`src/rtl/ram_demo_pkg.sv`:
```
// Shared types and helpers for the RAM fill-then-check controller and its checker.
package ram_demo_pkg;

    typedef enum logic [2:0] {
        S_IDLE  = 3'd0,
        S_WRITE = 3'd1,
        S_GAP   = 3'd2,
        S_READ  = 3'd3,
        S_FLUSH = 3'd4,
        S_DONE  = 3'd5
    } state_t;

    localparam int ERR_W = 8;

    // Callers truncate the result to the RAM data width.
    function automatic logic [31:0] pat(input logic [31:0] addr, input logic [31:0] seed);
        return addr + seed;
    endfunction

endpackage

```
`src/rtl/ram_rd_checker.sv`:
```
// Read-side checker: delays rd_flag/address by the RAM read latency, compares returned data
// against the pattern, counts mismatches (saturating) and latches the first failing address.
module ram_rd_checker
    import ram_demo_pkg::*;
#(
    parameter int              AW     = 6,
    parameter int              DW     = 8,
    parameter int              RD_LAT = 1,
    parameter logic [DW-1:0]   SEED   = '0
) (
    input  logic              clk_i,
    input  logic              rst_i,
    input  logic              clr_i,
    input  logic              rd_flag_i,
    input  logic [AW-1:0]     rd_addr_i,
    input  logic [DW-1:0]     rd_data_i,
    output logic [ERR_W-1:0]  err_cnt_o,
    output logic [AW-1:0]     first_err_addr_o
);

    logic [RD_LAT-1:0] vld_q;
    logic [AW-1:0]     addr_q [RD_LAT];
    logic [ERR_W-1:0]  err_cnt_q, err_cnt_d;
    logic [AW-1:0]     first_q, first_d;
    logic              mismatch;
    logic [DW-1:0]     expect_dat;

    always_comb begin
        expect_dat = DW'(pat(32'(addr_q[RD_LAT-1]), 32'(SEED)));
        mismatch   = vld_q[RD_LAT-1] && (rd_data_i != expect_dat);
        err_cnt_d  = err_cnt_q;
        first_d    = first_q;
        if (clr_i) begin
            err_cnt_d = '0;
            first_d   = '0;
        end else if (mismatch) begin
            if (err_cnt_q != {ERR_W{1'b1}}) begin
                err_cnt_d = err_cnt_q + 1'b1;
            end
            // The count only ever grows within a pass, so zero means no earlier failure.
            if (err_cnt_q == '0) begin
                first_d = addr_q[RD_LAT-1];
            end
        end
    end

    always_ff @(posedge clk_i) begin
        if (rst_i) begin
            vld_q     <= '0;
            for (int i = 0; i < RD_LAT; i++) begin
                addr_q[i] <= '0;
            end
            err_cnt_q <= '0;
            first_q   <= '0;
        end else begin
            vld_q[0]  <= rd_flag_i;
            addr_q[0] <= rd_addr_i;
            for (int i = 1; i < RD_LAT; i++) begin
                vld_q[i]  <= vld_q[i-1];
                addr_q[i] <= addr_q[i-1];
            end
            err_cnt_q <= err_cnt_d;
            first_q   <= first_d;
        end
    end

    assign err_cnt_o        = err_cnt_q;
    assign first_err_addr_o = first_q;

endmodule

```
`src/rtl/ram_bist_ctrl.sv`:
```
// One fill-then-check pass over a dual-port RAM: writes addr+SEED to every word, waits,
// raises rd_flag for DEPTH cycles, drains the compare pipeline and pulses done.
module ram_bist_ctrl
    import ram_demo_pkg::*;
#(
    parameter int            AW     = 6,
    parameter int            DW     = 8,
    parameter int            RD_LAT = 1,
    parameter logic [DW-1:0] SEED   = '0,
    parameter int            GAP    = 4
) (
    input  logic              clk,
    input  logic              rst,
    input  logic              start,
    output logic              ram_wr_en,
    output logic [AW-1:0]     ram_wr_addr,
    output logic [DW-1:0]     ram_wr_data,
    output logic              rd_flag,
    input  logic [AW-1:0]     ram_rd_addr,
    input  logic [DW-1:0]     ram_rd_data,
    output logic              busy,
    output logic              done,
    output logic [ERR_W-1:0]  err_cnt,
    output logic [AW-1:0]     first_err_addr
);

    localparam int           CNT_W     = AW + 1;
    localparam logic [AW:0]  CNT_DEPTH = {1'b1, {AW{1'b0}}};
    localparam logic [AW:0]  GAP_END   = CNT_W'(GAP - 1);
    localparam logic [AW:0]  FLUSH_END = CNT_W'(RD_LAT - 1);

    state_t         state_q;
    logic [AW:0]    cnt_q;
    logic           wr_en_q, rd_flag_q, busy_q, done_q;
    logic [AW-1:0]  wr_addr_q;
    logic [DW-1:0]  wr_data_q;
    logic           start_acc;

    assign start_acc = start && ((state_q == S_IDLE) || (state_q == S_DONE));

    // cnt_q is one bit wider than the address so reaching DEPTH is distinguishable from 0.
    always_ff @(posedge clk) begin
        if (rst) begin
            state_q   <= S_IDLE;
            cnt_q     <= '0;
            wr_en_q   <= 1'b0;
            wr_addr_q <= '0;
            wr_data_q <= '0;
            rd_flag_q <= 1'b0;
            busy_q    <= 1'b0;
            done_q    <= 1'b0;
        end else begin
            done_q <= 1'b0;
            case (state_q)
                S_IDLE, S_DONE: begin
                    if (start_acc) begin
                        state_q   <= S_WRITE;
                        cnt_q     <= CNT_W'(1);
                        wr_en_q   <= 1'b1;
                        wr_addr_q <= '0;
                        wr_data_q <= DW'(pat(32'd0, 32'(SEED)));
                        busy_q    <= 1'b1;
                    end
                end
                S_WRITE: begin
                    if (cnt_q == CNT_DEPTH) begin
                        wr_en_q <= 1'b0;
                        cnt_q   <= '0;
                        state_q <= S_GAP;
                    end else begin
                        wr_addr_q <= cnt_q[AW-1:0];
                        wr_data_q <= DW'(pat(32'(cnt_q), 32'(SEED)));
                        cnt_q     <= cnt_q + 1'b1;
                    end
                end
                S_GAP: begin
                    if (cnt_q == GAP_END) begin
                        rd_flag_q <= 1'b1;
                        cnt_q     <= CNT_W'(1);
                        state_q   <= S_READ;
                    end else begin
                        cnt_q <= cnt_q + 1'b1;
                    end
                end
                S_READ: begin
                    if (cnt_q == CNT_DEPTH) begin
                        rd_flag_q <= 1'b0;
                        cnt_q     <= '0;
                        state_q   <= S_FLUSH;
                    end else begin
                        cnt_q <= cnt_q + 1'b1;
                    end
                end
                S_FLUSH: begin
                    if (cnt_q == FLUSH_END) begin
                        busy_q  <= 1'b0;
                        done_q  <= 1'b1;
                        cnt_q   <= '0;
                        state_q <= S_DONE;
                    end else begin
                        cnt_q <= cnt_q + 1'b1;
                    end
                end
                default: state_q <= S_IDLE;
            endcase
        end
    end

    ram_rd_checker #(
        .AW     (AW),
        .DW     (DW),
        .RD_LAT (RD_LAT),
        .SEED   (SEED)
    ) u_chk (
        .clk_i            (clk),
        .rst_i            (rst),
        .clr_i            (start_acc),
        .rd_flag_i        (rd_flag_q),
        .rd_addr_i        (ram_rd_addr),
        .rd_data_i        (ram_rd_data),
        .err_cnt_o        (err_cnt),
        .first_err_addr_o (first_err_addr)
    );

    assign ram_wr_en   = wr_en_q;
    assign ram_wr_addr = wr_addr_q;
    assign ram_wr_data = wr_data_q;
    assign rd_flag     = rd_flag_q;
    assign busy        = busy_q;
    assign done        = done_q;

endmodule

```
`config.mk`:
```
export PLATFORM = sky130hd
export DESIGN_NAME = ram_bist_ctrl
export DESIGN_NICKNAME = d
export VERILOG_FILES = /design/src/rtl/ram_demo_pkg.sv /design/src/rtl/ram_rd_checker.sv /design/src/rtl/ram_bist_ctrl.sv
export SDC_FILE = /design/constraint.sdc
export NUM_CORES = 1
export LEC_CHECK = 0
export BUFFER_PORTS_ARGS = -buffer_cell sky130_fd_sc_hd__buf_2
export CORE_ASPECT_RATIO = 1.5
export CORE_MARGIN = 3
export CORE_UTILIZATION = 57
export CTS_CLUSTER_DIAMETER = 100
export DETAILED_ROUTE_END_ITERATION = 10
export GPL_ROUTABILITY_DRIVEN = 0
export GPL_TIMING_DRIVEN = 0
export PLACE_DENSITY = 0.94
export REMOVE_ABC_BUFFERS = 1
export SKIP_LAST_GASP = 1
export SYNTH_ARGS = -nofsm -noshare
export SYNTH_HDL_FRONTEND = slang
export SYNTH_SLANG_ARGS = --single-unit
```
`constraint.sdc`:
```
create_clock -name clk -period 4.12 [get_ports clk]
set_clock_uncertainty 0.15 [all_clocks]
set_input_delay 0.412 -clock clk [delete_from_list [all_inputs] [get_ports clk]]
set_output_delay 0.412 -clock clk [all_outputs]
set_load 0.01 [all_outputs]
```
==> impl_metrics.toml <==
[cells_and_area]
drive_above_1_share_pct = 22.46
post-route-util_pct = 68.72
multi_input_area_um2 = 1111
nets = 305
antenna_cells = 0
final-seq-area_um2 = 840.8
n_fill_cell = 287
syn_to_final_growth_pct = 13.41

[synthesis]
synth-seq-cells = 42
yosysSeqAreaShare_pct = 40.24
avgSynthCellArea_um2 = 8.392
yosysWarnings = 0
synth_cell_types = 46
dominantRegCellSynth = "dfxtp_1"
synthesis.area_um2 = 2090
synth.top_cells.by_area = "dfxtp_1 (40%), a21oi_1 (4.8%), nand2_1 (4.5%)"
yosys.area.top_type = "dfxtp_1"
synth_common_cells = "dfxtp_1 (42), nand2_1 (25), a21oi_1 (20)"
synth-async-reset-ratio_pct = 0
synth_edf_count = 0
synth.most_common_cell = "dfxtp_1"
syn_inst = 249
synth_top_area_share_pct = 40.24

[route]
drc = 0
wl_per_cell_um = 14.29
firstDrtPassIters = 4
highest_layer = "met4"
vias_per_cell = 5.804
routedLengthMet1_um = 1803
ant_nets = 0
met2_length_um = 2571
wl_met3_um = 204
routed_wl_um = 4674
first_iter_violations = 100
vias = 1898

[die]
core_um2 = 3448
start_util_pct = 60.60
dieHeight_um = 80.16
die_width_um = 55.44
dieArea_um2 = 4443
io_pins = 49
num_rows = 26

[cts]
cts_buffers = 5
cts_resized = 0
path_clk_slew_ns = 0.09
cts_sinks = 42
h-tree-depth = 2
clk_latency_ns = 0.30
clk_root_buffer_cell = "clkbuf_8"
cts_max_path_buffers = 2
cts_tree = "done"
post_cts_buffers = 0
holdBufCountCts = 0

[timing]
layout_setup_ws_ns = 1.880
slew_headroom_pct = 44.97
tns_ns = 0
rsz0062_at_grt = "false"
setup_viol = 0
worst_pin_slew_ns = 0.8223
period_needed_ns = 2.240
hold_viol_final = 0
slew_viol_final = 0
period_share_pct = 54.38
max_freq_mhz = 446.3

[setup_path]
path_max_fanout = 16
cp_top_family = "simple AND/OR/NAND/NOR gates"
arrival_ns = 2.32
worstPathRequired_ns = 4.20
path_cells = "nor2b_1 -> nor4b_2 -> nor2_1 -> nand2_1 -> o21ai_1"
critPathLaunchType = "flop"
cp.buffers_inverters = 0
critPathMaxStageDelay_ns = 0.72
end_kind = "flop"
crit_type = "reg2reg"
cpMaxStageDelayCell = "dfxtp_1"

[global_route]
grt_pass1_vias = 1716
grt.total_usage_pct = 22.43
grt_overflow_total = 0
antenna_found_initial = 0
grt_pass1_wl_um = 7859
grt_start_max_net_pins = 31

[outcome]
status = "finished clean"

[placed_design]
place_hpwl_um = 3423
pre_cts_slack_ns = 1.927
portBuffers = 47

[pwr]
finalPower_w = 0.0007755
p_leak_nw = 0.9365
power_per_cell_area_nw_per_um2 = 327.3
ir_worst_vdd_mv = 0.2589

[min_path]
hold_class = "in2reg"

[run]
cap_violations = 0
metal layers:
layer  track usage (%)  vias to the layer above
li1                  -                      944
met1             24.75                      884
met2             40.52                       61
met3             4.984                        9
met4             10.22                        0
met5                 0                        -
metrics by stage:
stage	area, um^2	hold slack [ns]	cells
2_1_floorplan	1989	0.2908	230
3_3_place_gp	2277	0.2904	319
3_5_place_dp	2277	0.3037	319
4_1_cts	2370	0.1595	327
5_1_grt	2370	0.1545	327
6_report	2370	0.1643	327
flip-flops by register name, indices dropped and copies added, names as in the netlist, 2 cells and up:
signal / count
u_chk.err_cnt_o: 8
cnt_q: 7
u_chk.addr_q: 6
u_chk.first_err_addr_o: 6
ram_wr_addr: 5
state_q: 3
ram_wr_data: 2
cell families after synthesis:
kind of cell	share of synthesized area [%]
AO/OA/AOI/OAI	21.92
multiplexers	0.4791
other	0.1795
XOR/XNOR	3.773
adder cells (fa/ha/maj)	2.395
flip-flops	40.24
buffers and inverters	6.587
AND/OR/NAND/NOR	24.43
power breakdown:
part	total (W)	switching, W	internal (W)
Sequential	0.000422	0.00000827	0.000414
Combinational	0.0000783	0.0000476	0.0000307
Clock	0.000275	0.000154	0.000121
Total	0.000776	0.000210	0.000565
placed cells by master (no fill, tap or decap), types with 3 or more instances in the layout:
master,instances
buf_2,47
dfxtp_1,42
nand2_1,25
a21oi_1,20
nand3_1,18
nor2_1,17
o21ai_0,12
inv_1,10
nor2b_1,10
o21ai_1,10
xnor2_1,8
a31oi_1,7
clkbuf_8,5
ha_1,4
nor3_1,3
nand2b_1,3
and3_1,3
or4_1,3
or3_1,3
nand3b_1,3
cell type report:
type / count / share of cell area (%)
Multi-Input combinational cell: 178 / 46.89
Sequential cell: 42 / 35.48
Timing Repair Buffer: 47 / 9.926
Clock buffer: 5 / 2.904
Tap cell: 42 / 2.218
Inverter: 10 / 1.584
Clock inverter: 3 / 1.003
final timing paths:
path,start,endpoint,slack [ns],cells after the start
max,state_q[2]$_SDFFE_PP0P_,u_chk.first_err_addr_o[3]$_SDFFE_PP0P_,1.88,5
min,ram_rd_addr[3],u_chk.addr_q[0][3]$_SDFF_PP0_,0.16,2
max reg2reg,state_q[2]$_SDFFE_PP0P_,u_chk.first_err_addr_o[3]$_SDFFE_PP0P_,1.88,5
min reg2reg,u_chk.first_err_addr_o[4]$_SDFFE_PP0P_,u_chk.first_err_addr_o[4]$_SDFFE_PP0P_,0.32,2
No activity file was read; power rests on OpenSTA's default activity.
